===== src/rtl/branch_resolver_pkg.sv =====
// rtl/branch_resolver_pkg.sv - shared types and constants for the branch resolver
package branch_resolver_pkg;

  localparam logic [31:0] PC_INC = 32'd4;

  // Prediction metadata that follows an instruction from IF to EX.
  typedef struct packed {
    logic        valid;
    logic [31:0] pc;
    logic        pred_taken;
    logic [31:0] pred_dest;
  } meta_t;

endpackage


===== src/rtl/branch_resolver_sat_counter_cnt.sv =====
// rtl/branch_resolver_sat_counter_cnt.sv - saturating event counter
module sat_counter_cnt #(
  parameter int W = 32
) (
  input  logic         clk,
  input  logic         rst_n,
  input  logic         i_inc,
  output logic [W-1:0] o_count
);

  logic [W-1:0] r_count;

  always_ff @(posedge clk or negedge rst_n) begin
    if (!rst_n) begin
      r_count <= '0;
    end else if (i_inc && (r_count != {W{1'b1}})) begin
      r_count <= r_count + W'(1);
    end
  end

  assign o_count = r_count;

endmodule


===== src/rtl/branch_resolver.sv =====
// rtl/branch_resolver.sv - carries prediction metadata to EX, detects mispredicts,
// issues predictor feedback and keeps branch/mispredict statistics
module branch_resolver
  import branch_resolver_pkg::*;
#(
  parameter int CHECK_TARGET = 1,
  parameter int CNT_W        = 32
) (
  input  logic             clk,
  input  logic             rst_n,
  input  logic             if_valid,
  input  logic [31:0]      if_pc,
  input  logic             if_pred_taken,
  input  logic [31:0]      if_pred_dest,
  input  logic             stall,
  input  logic             ex_is_branch,
  input  logic             ex_taken,
  input  logic [31:0]      ex_target,
  output logic             feedback_valid,
  output logic [31:0]      set_pc,
  output logic             set_taken,
  output logic [31:0]      set_destination,
  output logic             mispredict,
  output logic [31:0]      redirect_pc,
  output logic [CNT_W-1:0] branch_count,
  output logic [CNT_W-1:0] mispredict_count
);

  meta_t       r_id;
  meta_t       r_ex;
  logic        r_fb_valid;
  logic [31:0] r_set_pc;
  logic        r_set_taken;
  logic [31:0] r_set_dest;

  logic w_resolve;
  logic w_br_resolve;
  logic w_dir_wrong;
  logic w_tgt_wrong;
  logic w_alias;
  logic w_mispredict;
  logic w_chk_tgt;

  assign w_chk_tgt    = (CHECK_TARGET != 0);
  assign w_resolve    = r_ex.valid & ~stall;
  assign w_br_resolve = w_resolve & ex_is_branch;
  assign w_dir_wrong  = ex_is_branch & (ex_taken != r_ex.pred_taken);
  assign w_tgt_wrong  = w_chk_tgt & ex_is_branch & ex_taken & r_ex.pred_taken
                        & (ex_target != r_ex.pred_dest);
  // A non-branch the predictor thought was taken: fetch went astray.
  assign w_alias      = ~ex_is_branch & r_ex.pred_taken;
  assign w_mispredict = w_resolve & (w_dir_wrong | w_tgt_wrong | w_alias);

  assign mispredict  = w_mispredict;
  assign redirect_pc = !w_mispredict              ? 32'd0 :
                       (ex_is_branch && ex_taken) ? ex_target :
                                                    r_ex.pc + PC_INC;

  // A mispredict squashes both stages and drops the wrong-path IF sample.
  always_ff @(posedge clk or negedge rst_n) begin
    if (!rst_n) begin
      r_id <= '0;
      r_ex <= '0;
    end else if (w_mispredict) begin
      r_id.valid <= 1'b0;
      r_ex.valid <= 1'b0;
    end else if (!stall) begin
      r_id <= {if_valid, if_pc, if_pred_taken, if_pred_dest};
      r_ex <= r_id;
    end
  end

  always_ff @(posedge clk or negedge rst_n) begin
    if (!rst_n) begin
      r_fb_valid  <= 1'b0;
      r_set_pc    <= '0;
      r_set_taken <= 1'b0;
      r_set_dest  <= '0;
    end else begin
      r_fb_valid <= w_br_resolve;
      if (w_br_resolve) begin
        r_set_pc    <= r_ex.pc;
        r_set_taken <= ex_taken;
        r_set_dest  <= ex_target;
      end
    end
  end

  assign feedback_valid  = r_fb_valid;
  assign set_pc          = r_set_pc;
  assign set_taken       = r_set_taken;
  assign set_destination = r_set_dest;

  sat_counter_cnt #(.W(CNT_W)) u_branch_cnt (
    .clk     (clk),
    .rst_n   (rst_n),
    .i_inc   (w_br_resolve),
    .o_count (branch_count)
  );

  sat_counter_cnt #(.W(CNT_W)) u_mispredict_cnt (
    .clk     (clk),
    .rst_n   (rst_n),
    .i_inc   (w_mispredict),
    .o_count (mispredict_count)
  );

endmodule

===== config.mk =====
export PLATFORM = sky130hd
export DESIGN_NAME = branch_resolver
export DESIGN_NICKNAME = d
export VERILOG_FILES = /design/src/rtl/branch_resolver_pkg.sv /design/src/rtl/branch_resolver_sat_counter_cnt.sv /design/src/rtl/branch_resolver.sv
export SDC_FILE = /design/constraint.sdc
export NUM_CORES = 1
export LEC_CHECK = 0
export CAP_MARGIN = 30
export CORE_MARGIN = 2
export CORE_UTILIZATION = 35
export CTS_CLUSTER_SIZE = 12
export DETAILED_ROUTE_END_ITERATION = 16
export SLEW_MARGIN = 20
export SYNTH_ARGS = -nofsm -noshare
export SYNTH_HDL_FRONTEND = slang
export SYNTH_HIERARCHICAL = 1
export SYNTH_SLANG_ARGS = --single-unit
export TNS_END_PERCENT = 20

===== constraint.sdc =====
create_clock -name clk -period 2.95 [get_ports clk]
set_input_delay 0.59 -clock clk [delete_from_list [all_inputs] [get_ports clk]]
set_output_delay 0.59 -clock clk [all_outputs]
set_load 0.05 [all_outputs]

==> flow_summary.ini, run 1 <==
[synth]
synth_seq_cells = 262
postSynth.asyncResetShare_pct = 100.0
synth_flop_cell = dfrtp_1
synthTopCellsByArea = dfrtp_1, o311ai_1, o211ai_1
yosysSeqAreaShare_pct = 40.84
synth_top_cell_area_share_pct = 40.84
avgSynthCellArea_um2 = 9.258
netlist_area_um2 = 16050
ys_types = 56
synth_edf_count = 0
yosys.area.top_type = dfrtp_1
synth_nets = 1840
syn_inst = 1734
yosys_warnings = 6

[place]
pre_cts_ws_ns = -0.7384
place_congestion = 0.8841
io_buffer_count = 265
dp_hpwl_mm = 37.52

[status]
violations = setup timing
status = complete, but fails checks

[critical_path]
cp_data_arrival_time_ns = 2.72
worstReg2RegStart = r_ex[20]
timing.rr.end = r_id[40]
worstRegToRegCells = 8
setup.worst_path.class = input port to output pin
cp-end-kind = output pin
cp-start-kind = input port
worst-path-max-fanout = 25
reg2reg_slack_ns = 0.13
crit_start = ex_taken
required_ns = 2.36

[clock_tree]
cts.clk_slew.worst_paths_ns = 0.06
cts_sinks = 262
clockBufferDepth = 3
numCtsBuffers = 34
clkLatencyLatePin_ns = 0.56
cts_max_level = 2
cts_tree = built
root_buffer = clkbuf_16

[job]
maxCapViolCount = 0

[routing]
drc = 0
viasPerCell = 5.901
via_count = 15590
first_iter_violations = 1587
detail_route.first_pass.iterations = 5
postRouteAntennaNets = 0
wl_per_cell_um = 21.46
wl_mm = 56.71

[floorplan]
die_area_um2 = 47600
rows = 78
coreArea_um2 = 45280
die_h_um = 218.2
start_util_pct = 35.45
io-pin-count = 266
dieWidth_um = 218.2

[timing]
final.min_clock_period_ns = 3.305
fin_skew_ns = 0.02603
setup_viol = 33
fin_ws_ns = -0.3555
maxSlewViolCount = 0
worst_slew_pin_slew_ns = 1.118
rsz0062_at_grt = yes
fin_crit_sh_pct = 112.0
slew_headroom_pct = 25.48
fmax_mhz = 302.5
fin_setup_tns_ns = -10.10
finalHoldViolations = 0

[global_route]
grt_pass1_wl_mm = 86.82
grt_pass1_vias = 14530
overflow = 0
antenna_found_initial = 3
grt_util_all_layers_pct = 23.10
grt_max_degree = 265

[power]
vdd_drop_max_uv = 579.7
p_leak_nw = 8.314
p_per_area_nw_per_um2 = 870.3

[final_layout]
layout_commonest_cell = dfrtp_1
final_layout_size_suffix_gt1_share_pct = 20.40
final_nets = 2123
most-common-layout-cells = dfrtp_1, clkdlybuf4s50_1, nand2_1, o211ai_1, buf_4
area_delta_synth_final_pct = 37.75

[min_path]
worstHoldStart = ex_target[19]
holdPathEnd = set_destination[19]
whs_path_depth = 3
hold_path_class = input port to register
flip-flops by register name (all words and copies together) (netlist names):
register,cells
u_mispredict_cnt/o_count,32
r_id,66
u_branch_cnt/o_count,32
set_pc,32
set_destination,32
feedback_valid,1
r_ex,66
set_taken,1
what timing repair did:
action | in CTS | in global routing
hold endpoints to repair | 40 | 0
gates resized for setup | 80 | 29
setup endpoints to repair | 157 | 142
cloned | 1 | 2
buffers inserted | 19 | 3
pin swaps | 20 | 13
hold buffers | 1 | 0
worst max-delay path, cell delays in order:
cell             delay [ns]
clkdlybuf4s50_1        0.50
and2_1                 0.23
buf_4                  0.19
o21ai_4                0.09
buf_4                  0.34
a2111oi_1              0.49
buf_4                  0.28
cells in the mapped netlist (10+ instances only):
library cell	instances
a2111oi_0	22
a31oi_1	132
and4_1	10
buf_2	30
clkbuf_1	143
dfrtp_1	262
mux2_2	66
nand2_1	173
nand2b_1	133
nand3_1	44
nand4_1	39
nor2_1	51
nor3_1	13
nor4_1	16
o211ai_1	135
o21ai_0	131
o311ai_1	130
xnor2_1	61
xor2_1	54
layer usage:
metal	vias up	routed length (um)	track usage, %
met5	-	0	0
li1	7182	-	-
met2	499	27040	36.76
met4	0	1856	8.073
met1	7824	24830	31.76
met3	85	2990	3.800
kinds of logic after synthesis:
logic type | count (synthesis) | share of synthesized area [%]
compound gates | 566 | 24.88
xor+xnor | 115 | 6.274
fa+ha+maj | 3 | 0.2338
buf+inv | 184 | 4.715
flops | 262 | 40.84
mux | 71 | 4.957
simple gates | 533 | 18.10
power breakdown:
group | total, mW | internal [mW] | leakage [nW] | switching (mW)
Clock | 4.25 | 2.53 | 0.552 | 1.72
Sequential | 6.21 | 4.90 | 3.21 | 1.31
Combinational | 8.79 | 3.60 | 4.55 | 5.19
layout make-up:
| type | count | area, um2 |
|---|---|---|
| diodes | 3 | 7.507 |
| clock buffers | 43 | 944.7 |
| clock inverters | 15 | 173.9 |
| fillers | 4175 | 23170 |
| inverters | 4 | 15.01 |
| multi-input cells | 1288 | 9392 |
| flip-flops and latches | 262 | 6568 |
| well taps | 600 | 750.7 |
| repair buffers | 427 | 4264 |
how the worst max path moves through the flow:
stage / slack, ns / cells past startpoint / endpoint
2_1_floorplan: -0.52 / 5 / redirect_pc[4]
3_3_place_gp: -0.70 / 9 / r_id[10]
3_5_place_dp: -0.74 / 9 / r_id[28]
4_1_cts: -0.32 / 7 / redirect_pc[22]
5_1_grt: -0.47 / 10 / redirect_pc[19]
6_report: -0.36 / 7 / redirect_pc[6]
metrics by stage:
stage	hold slack, ns	area, um2	utilization [%]	power, mW	std cells
after detailed placement	0.4808	20280	44.79	14.55	2558
final	0.4683	22120	48.84	19.25	2642
after global routing	0.4831	22120	48.84	20.22	2642
after CTS	0.4923	21860	48.28	19.22	2634
after floorplan	0.2944	16320	-	11.30	1734
after global placement	0.4688	20280	44.79	14.29	2558
Power figures use the tool's default switching activity.
==> run 2, diff against run 1 <==
Settings changed: REMOVE_ABC_BUFFERS set to 1.
==> flow_summary.ini, run 2 (synthesized netlist as in run 1, its figures left out) <==
[timing]
final.min_clock_period_ns = 3.346
finalHoldViolations = 0
slew_headroom_pct = 48.05
setup_viol = 33
fin_ws_ns = -0.3963
fin_setup_tns_ns = -10.38
maxSlewViolCount = 0
fin_skew_ns = 0.01647
rsz0062_at_grt = yes
fmax_mhz = 298.8
fin_crit_sh_pct = 113.4
worst_slew_pin_slew_ns = 0.7793

[final_layout]
area_delta_synth_final_pct = 34.05
final_nets = 2099
multi_input_area_um2 = 9129
regArea_um2 = 6556
most-common-layout-cells = dfrtp_1, clkdlybuf4s50_1, nand2_1, o211ai_1
reg_top3 = r_ex x66, r_id x66
fillerInstances = 4229
layout_commonest_cell = dfrtp_1
postLayoutCellArea_um2 = 21520
final_layout_size_suffix_gt1_share_pct = 18.16

[critical_path]
cpLargestDelayFamily = simple AND/OR/NAND/NOR gates
setup.worst_path.class = register to output pin
crit_path_cell_trace = nand4_2 > or3_4 > nor4_4 > xnor2_1 > a2111oi_2 > buf_4
cp_slowest_cell = a2111oi_2
reg2reg_slack_ns = 0.11
required_ns = 2.36
critPathBufInv = 1
cp-end-kind = output pin
cp_data_arrival_time_ns = 2.76
cp-start-kind = register
worst-path-max-fanout = 5
max_stage_delay_ns = 0.48

[job]
maxCapViolCount = 0

[floorplan]
rows = 78
start_util_pct = 35.45
coreArea_um2 = 45280
dieWidth_um = 218.2
die_area_um2 = 47600
io-pin-count = 266
die_h_um = 218.2

[clock_tree]
clockBufferDepth = 3
cts_tree = built
numCtsBuffers = 34
clkLatencyLatePin_ns = 0.55
cts.clk_slew.worst_paths_ns = 0.06
root_buffer = clkbuf_16
cts_sinks = 262
cts_max_level = 2

[global_route]
grt_pass1_wl_mm = 83.46
overflow = 0
grt_util_all_layers_pct = 21.90
antenna_found_initial = 4
grt_pass1_vias = 14680
grt_max_degree = 176

[power]
internal_power_mw = 10.78
p_per_area_nw_per_um2 = 862.5
swShare_pct = 41.93
switchingPower_mw = 7.783
p_leak_nw = 8.134
pwr-share-comb_pct = 44.8
vdd_drop_max_uv = 542.3
seqPwrFrac_pct = 32.7
p_clk_share_pct = 22.5

[routing]
first_iter_violations = 1560
postRouteAntennaNets = 0
detail_route.first_pass.iterations = 6
wl_per_cell_um = 20.27
drc = 0
wl_mm = 53.05
viasPerCell = 5.870
via_count = 15360

[min_path]
hold_path_class = input port to asynchronous set/reset pin

[place]
placed_area_um2 = 19880
dp_hpwl_mm = 34.52
io_buffer_count = 265
place_congestion = 0.8628

[status]
violations = setup timing
status = complete, but fails checks
## run 2: cell types whose count changed in the layout (fill, tap and decap cells not counted), sizes merged
cell           change
buf               -21
inv                -2
bufinv             -2
clkinvlp           -2
dlygate4sd2        +2
dlygate4sd3        -1
clkinv             -2
clkdlybuf4s50      -2
clkbuf             +6
diode              -1
## run 2: repair_timing
action	CTS	global route
hold buffers	0	0
gates cloned	1	0
pin swaps	16	5
setup buffers	8	2
gates resized for setup	83	22
endpoints found under the setup margin	52	48
## run 2: worst paths after layout
kind / from / to / cells past startpoint
worst max-delay path: r_ex[52] / redirect_pc[25] / 6
worst min-delay path: rst_n / u_branch_cnt/o_count[27] / 1
worst max register to register: r_ex[3] / r_ex[3] / 9
worst min register to register: set_pc[20] / set_pc[20] / 2
max in group asynchronous: rst_n / set_destination[8] / 2
min in group clk: ex_target[3] / set_destination[3] / 3
## run 2: final cells by class
type                       count  share of cell area [%]
timing repair buffer         403                   18.43
inverter                       4                 0.06977
antenna                        2                 0.02326
clock inverter                 7                  0.2791
sequential                   262                   30.47
tap                          600                   3.488
clock buffer                  51                   4.826
multi-input combinational   1288                   42.42
## run 2: power by group through the flow
stage               sequential, mW  combinational, mW  clock [mW]
floorplan                     7.79               3.31           0
global placement              6.03               7.81           0
detailed placement            6.10               8.01           0
CTS                           6.04               8.26        4.29
global route                  6.26               8.93        4.42
finish                        6.07               8.31        4.18
## run 2: metrics by stage
stage | utilization, % | total power [mW] | std cells | hold slack [ns] | setup slack, ns
2_1_floorplan | - | 11.10 | 1554 | 0.2944 | -7.134
3_3_place_gp | 43.85 | 13.84 | 2546 | 0.4594 | -0.6604
3_5_place_dp | 43.91 | 14.11 | 2547 | 0.4752 | -0.7089
4_1_cts | 47.23 | 18.59 | 2613 | 0.01452 | -0.4083
5_1_grt | 47.52 | 19.61 | 2616 | 0.04372 | -0.5096
6_report | 47.52 | 18.56 | 2617 | 0.006515 | -0.3963
## run 2: layer usage
metal | wire length, um | GRT usage (%)
met5 | 10 | 0
met4 | 1780 | 8.639
met3 | 3089 | 3.702
met2 | 24250 | 33.05
met1 | 23920 | 31.17
